$ cat src/rtl/led_pattern_ctrl.sv
// rtl/led_pattern_ctrl.sv - multi-channel LED driver with OFF/ON/BLINK/BREATHE modes
// Shared prescaler, PWM counter and blink phase; per-channel mode, duty and breathe level.
module led_pattern_ctrl #(
  parameter int NUM_LEDS    = 5,
  parameter int PRESCALE    = 262144,
  parameter int PWM_W       = 8,
  parameter int BLINK_TICKS = 4
) (
  input  logic                hwclk,
  input  logic                rst_n,
  input  logic                cfg_we,
  input  logic [3:0]          cfg_addr,
  input  logic [1:0]          cfg_mode,
  input  logic [PWM_W-1:0]    cfg_duty,
  output logic [NUM_LEDS-1:0] leds,
  output logic                tick
);

  localparam int PRE_W = $clog2(PRESCALE);
  localparam int BLK_W = (BLINK_TICKS > 1) ? $clog2(BLINK_TICKS) : 1;
  localparam logic [PRE_W-1:0] PRE_MAX   = PRE_W'(PRESCALE - 1);
  localparam logic [BLK_W-1:0] BLINK_MAX = BLK_W'(BLINK_TICKS - 1);
  localparam logic [PWM_W-1:0] LEVEL_MAX = '1;

  localparam logic [1:0] MODE_OFF     = 2'd0;
  localparam logic [1:0] MODE_ON      = 2'd1;
  localparam logic [1:0] MODE_BLINK   = 2'd2;
  localparam logic [1:0] MODE_BREATHE = 2'd3;

  logic [PRE_W-1:0]    pre_cnt;
  logic [PWM_W-1:0]    pwm_cnt;
  logic [BLK_W-1:0]    blink_cnt;
  logic                blink_phase;
  logic [1:0]          mode_q  [NUM_LEDS];
  logic [PWM_W-1:0]    duty_q  [NUM_LEDS];
  logic [PWM_W-1:0]    level_q [NUM_LEDS];
  logic [NUM_LEDS-1:0] down_q;
  logic [NUM_LEDS-1:0] led_next;

  // Shared timebase: prescaler, registered tick, free-running PWM counter, blink phase.
  always_ff @(posedge hwclk) begin
    if (!rst_n) begin
      pre_cnt     <= '0;
      tick        <= 1'b0;
      pwm_cnt     <= '0;
      blink_cnt   <= '0;
      blink_phase <= 1'b0;
    end else begin
      pre_cnt <= (pre_cnt == PRE_MAX) ? '0 : pre_cnt + 1'b1;
      tick    <= (pre_cnt == PRE_MAX);
      pwm_cnt <= pwm_cnt + 1'b1;
      if (tick) begin
        if (blink_cnt == BLINK_MAX) begin
          blink_cnt   <= '0;
          blink_phase <= ~blink_phase;
        end else begin
          blink_cnt <= blink_cnt + 1'b1;
        end
      end
    end
  end

  // A write to a channel takes priority over its breathe step on the same tick.
  always_ff @(posedge hwclk) begin
    if (!rst_n) begin
      for (int i = 0; i < NUM_LEDS; i++) begin
        mode_q[i]  <= MODE_OFF;
        duty_q[i]  <= '0;
        level_q[i] <= '0;
        down_q[i]  <= 1'b0;
      end
    end else begin
      for (int i = 0; i < NUM_LEDS; i++) begin
        if (cfg_we && (cfg_addr == 4'(i))) begin
          mode_q[i] <= cfg_mode;
          duty_q[i] <= cfg_duty;
          if (cfg_mode == MODE_BREATHE) begin
            level_q[i] <= '0;
            down_q[i]  <= 1'b0;
          end
        end else if (tick && (mode_q[i] == MODE_BREATHE)) begin
          if (!down_q[i]) begin
            if (level_q[i] == LEVEL_MAX) down_q[i] <= 1'b1;
            else                         level_q[i] <= level_q[i] + 1'b1;
          end else begin
            if (level_q[i] == '0) down_q[i] <= 1'b0;
            else                  level_q[i] <= level_q[i] - 1'b1;
          end
        end
      end
    end
  end

  always_comb begin
    led_next = '0;
    for (int i = 0; i < NUM_LEDS; i++) begin
      case (mode_q[i])
        MODE_ON:      led_next[i] = (pwm_cnt < duty_q[i]);
        MODE_BLINK:   led_next[i] = blink_phase & (pwm_cnt < duty_q[i]);
        MODE_BREATHE: led_next[i] = (pwm_cnt < level_q[i]);
        default:      led_next[i] = 1'b0;
      endcase
    end
  end

  always_ff @(posedge hwclk) begin
    if (!rst_n) leds <= '0;
    else        leds <= led_next;
  end

endmodule

$ cat config.mk
export PLATFORM = sky130hd
export DESIGN_NAME = led_pattern_ctrl
export DESIGN_NICKNAME = d
export VERILOG_FILES = /design/src/rtl/led_pattern_ctrl.sv
export SDC_FILE = /design/constraint.sdc
export NUM_CORES = 1
export LEC_CHECK = 0
export BUFFER_PORTS_ARGS = -buffer_cell sky130_fd_sc_hd__buf_2
export CAP_MARGIN = 20
export CELL_PAD_IN_SITES_DETAIL_PLACEMENT = 0
export CELL_PAD_IN_SITES_GLOBAL_PLACEMENT = 1
export CORE_UTILIZATION = 40
export DETAILED_ROUTE_END_ITERATION = 6
export HOLD_SLACK_MARGIN = 0.06
export PLACE_DENSITY = 0.8
export SYNTH_ARGS = -nofsm -noshare
export SYNTH_HDL_FRONTEND = slang
export SYNTH_SLANG_ARGS = --single-unit
$ cat constraint.sdc
create_clock -name hwclk -period 2.9 [get_ports hwclk]
set_clock_uncertainty 0.05 [all_clocks]
set_input_delay 0.29 -clock hwclk [delete_from_list [all_inputs] [get_ports hwclk]]
set_output_delay 0.29 -clock hwclk [all_outputs]
set_load 0.02 [all_outputs]
==> flow_metrics.env <==
export IMPL_status="complete, no violations"
export IMPL_fin_ws_ns=0.283
export IMPL_dpl_hpwl_um=13800
export IMPL_post_drt_via_cell_ratio=5.53
export IMPL_drive_gt1_share_pct=11.1
export IMPL_grt_remaining_overflow=0
export IMPL_area_delta_synth_final_pct=14.8
export IMPL_clock_sinks=130
export IMPL_initial_core_util_pct=40.7
export IMPL_cts_tree="built"
export IMPL_path_cells="nor4_4 -> nand2_1 -> nand3_1 -> inv_1 -> ha_1 -> nor2b_1 -> o21a_1 -> o21ai_0 -> mux2i_1 -> a31oi_1"
export IMPL_place_gp_congestion=0.866
export IMPL_setup_viol=0
export IMPL_syn_avg_cell_area_um2=9.75
export IMPL_yosysTopAreaCell="edfxtp_1"
export IMPL_row_count=52
export IMPL_crit_slowest_cell="edfxtp_1"
export IMPL_period_minus_slack_ns=2.62
export IMPL_r2r_end="level_q[4][6]"
export IMPL_drc=0
export IMPL_syn_nets=950
export IMPL_netlist_area_um2=8200
export IMPL_yosys_top_cells_count="ha_1 (91), edfxtp_1 (90), inv_1 (90)"
export IMPL_coreArea_um2=20200
export IMPL_dieArea_um2=21100
export IMPL_drtAntennaViolNets=0
export IMPL_dp_slack_ns=0.132
export IMPL_fin_crit_sh_pct=90.2
export IMPL_synth_seq_cells=130
export IMPL_firstDrtPassIters=4
export IMPL_ys_warn_count=0
export IMPL_crit_arrival_ns=2.73
export IMPL_maxSlewHeadroom_pct=51.3
export IMPL_hold_viol=0
export IMPL_r2r_cells=10
export IMPL_synth_adder_area_share_pct=14.1
export IMPL_crit_start="level_q[4][4]"
export IMPL_drv_slew=0
export IMPL_root_buffer="clkbuf_16"
export IMPL_synth_most_common_cell="ha_1"
export IMPL_drt_iter0_markers=389
export IMPL_synthMuxAreaShare_pct=1.01
export IMPL_critPathRequiredTime_ns=3.01
export IMPL_htree_num_levels=4
export IMPL_synth_compound_gate_area_share_pct=14.2
export IMPL_hold_start="cfg_duty[5]"
export IMPL_cts_max_path_buffers=2
export IMPL_crit_type="reg2reg"
export IMPL_slowest_delay_ns=0.48
export IMPL_antenna_found_initial=0
export IMPL_synth_main_ff_cell="edfxtp_1"
export IMPL_clkTransAtPathRegs_ns=0.06
export IMPL_yosysTopAreaCellShare_pct=33.0
export IMPL_worstMarginPinSlew_ns=0.731
export IMPL_fp_dieH_um=145
export IMPL_path_max_fanout=7
export IMPL_synth_cell_type_count=63
export IMPL_cp_start_kind="register"
export IMPL_post_cts_buffers=0
export IMPL_cp_end_kind="register"
export IMPL_fmax_mhz=382
export IMPL_io_buffers=22
export IMPL_drt_wl_total_um=18900
export IMPL_synth_edf_count=90
export IMPL_insertion_delay_ns=0.43
export IMPL_rrSetupSlack_ns=0.28
export IMPL_yosysSeqAreaShare_pct=42.7
export IMPL_p_per_area_nw_per_um2=511
export IMPL_cts_made_buffers=17
export IMPL_ys_async_sr_fraction_pct=0
export IMPL_drv_cap=0
export IMPL_netlist_instances=841
export IMPL_dr_total_vias=6492
export IMPL_timing_rr_start="level_q[4][4]"
export IMPL_rsz0062_at_grt="false"
export IMPL_nNetsFinal=999
export IMPL_wire_per_inst_um=16.1
export IMPL_first_global_vias=6260
export IMPL_total_power_uw=4810
export IMPL_grt_max_degree=23
export IMPL_timing_setup_tns_ns=0
export IMPL_groute_usage_overall_pct=18.8
export IMPL_synth_top_family_by_area="simple AND/OR/NAND/NOR gates"
export IMPL_whs_endpoint="duty_q[0][5]"
export IMPL_die_w_um=145
export IMPL_ir_drop_uv=399
export IMPL_synth_simple_area_share_pct=19.6
export IMPL_hold_path_class="in2reg"
export IMPL_synth_xor_area_share_pct=2.88
export IMPL_io_pin_count=23
export IMPL_synth_area_leaders="edfxtp_1 (33%), ha_1 (14%), dfxtp_1 (9.8%)"
export IMPL_worstHoldPathCells=2
export IMPL_grt_pass1_wl_um=31400
export IMPL_antenna_cells=0
export IMPL_leakage_uw=0.00398
==> layout make-up <==
| class | instances | area [um^2] |
|---|---|---|
| Clock buffer | 21 | 460 |
| Clock inverter | 11 | 150 |
| Fill cell | 1920 | 10800 |
| Inverter | 90 | 338 |
| Multi-Input combinational cell | 598 | 4280 |
| Sequential cell | 130 | 3500 |
| Tap cell | 270 | 338 |
| Timing Repair Buffer | 53 | 343 |
==> through the flow <==
stage               instances  hold WS [ns]  util [%]  cell area [um^2]
detailed placement       1141         0.422      43.5              8780
CTS                      1173         0.239      46.5              9390
floorplan                 841         0.391         -              8210
global route             1173         0.265      46.7              9420
finish                   1173         0.244      46.7              9420
global placement         1141         0.408      43.5              8780
==> cell families (layout without fill, tap and decap cells) <==
family | after synthesis | after routing
buf+inv | 113 | 175
fa+ha+maj | 92 | 92
simple gates | 307 | 307
compound gates | 164 | 164
xor+xnor | 27 | 27
flops | 130 | 130
mux | 8 | 8
==> registers in the layout, indices dropped and copies added (netlist names) <==
register	flops
blink_phase	1
tick	1
leds	5
level_q	40
pwm_cnt	8
down_q	5
blink_cnt	2
duty_q	40
mode_q	10
pre_cnt	18
==> placed cells by master, fill, tap and decap left out, types with 8 or more instances in the layout <==
cell	instances
a21oi_1	30
or3_1	8
inv_1	90
and4_1	8
a211oi_1	10
buf_2	22
edfxtp_1	90
a31oi_1	12
nand4_1	28
nand2_1	40
nand3_1	40
nor3_1	19
nor2_1	77
dfxtp_1	40
xor2_1	20
nor2b_1	13
o21ai_0	27
buf_4	31
a221oi_1	18
a21o_1	17
ha_1	91
and2_1	15
clkbuf_16	17
nand2b_1	16
and3_1	18
==> metal layers <==
metal / wire, um / vias to the layer above / GRT usage, %
met5: 0 / - / 0
met2: 8860 / 133 / 30.3
met4: 359 / 0 / 6.84
li1: - / 3213 / -
met1: 8980 / 3117 / 25.1
met3: 695 / 29 / 3.33
==> worst max-delay path, delay by kind of cell (launching register included) <==
kind | cells | cell delay [ns]
AOI/OAI and AO/OA | 3 | 0.49
adders and majority gates | 1 | 0.35
buffers and inverters | 1 | 0.13
DFF | 1 | 0.48
muxes | 1 | 0.21
and+or+nand+nor | 4 | 0.65
==> worst max path at each step <==
stage | endpoint | cells after the start
floorplan | level_q[4][7] | 11
finish | level_q[4][6] | 10
global route | level_q[4][7] | 10
CTS | level_q[4][7] | 10
global placement | level_q[4][7] | 11
detailed placement | level_q[4][7] | 11
==> report_power, final <==
group / total (uW) / switching [uW] / internal [uW] / leakage (uW)
clock: 2230 / 823 / 1400 / 0.000294
combinational: 419 / 250 / 169 / 0.00248
sequential: 2160 / 78.8 / 2080 / 0.00121
==> repair_timing <==
action / CTS / global route
hold buffers: 0 / 0
endpoints found under the setup margin: 0 / 2
gates resized for setup: 0 / 4
Note: power is estimated with default switching activity, not from simulation.
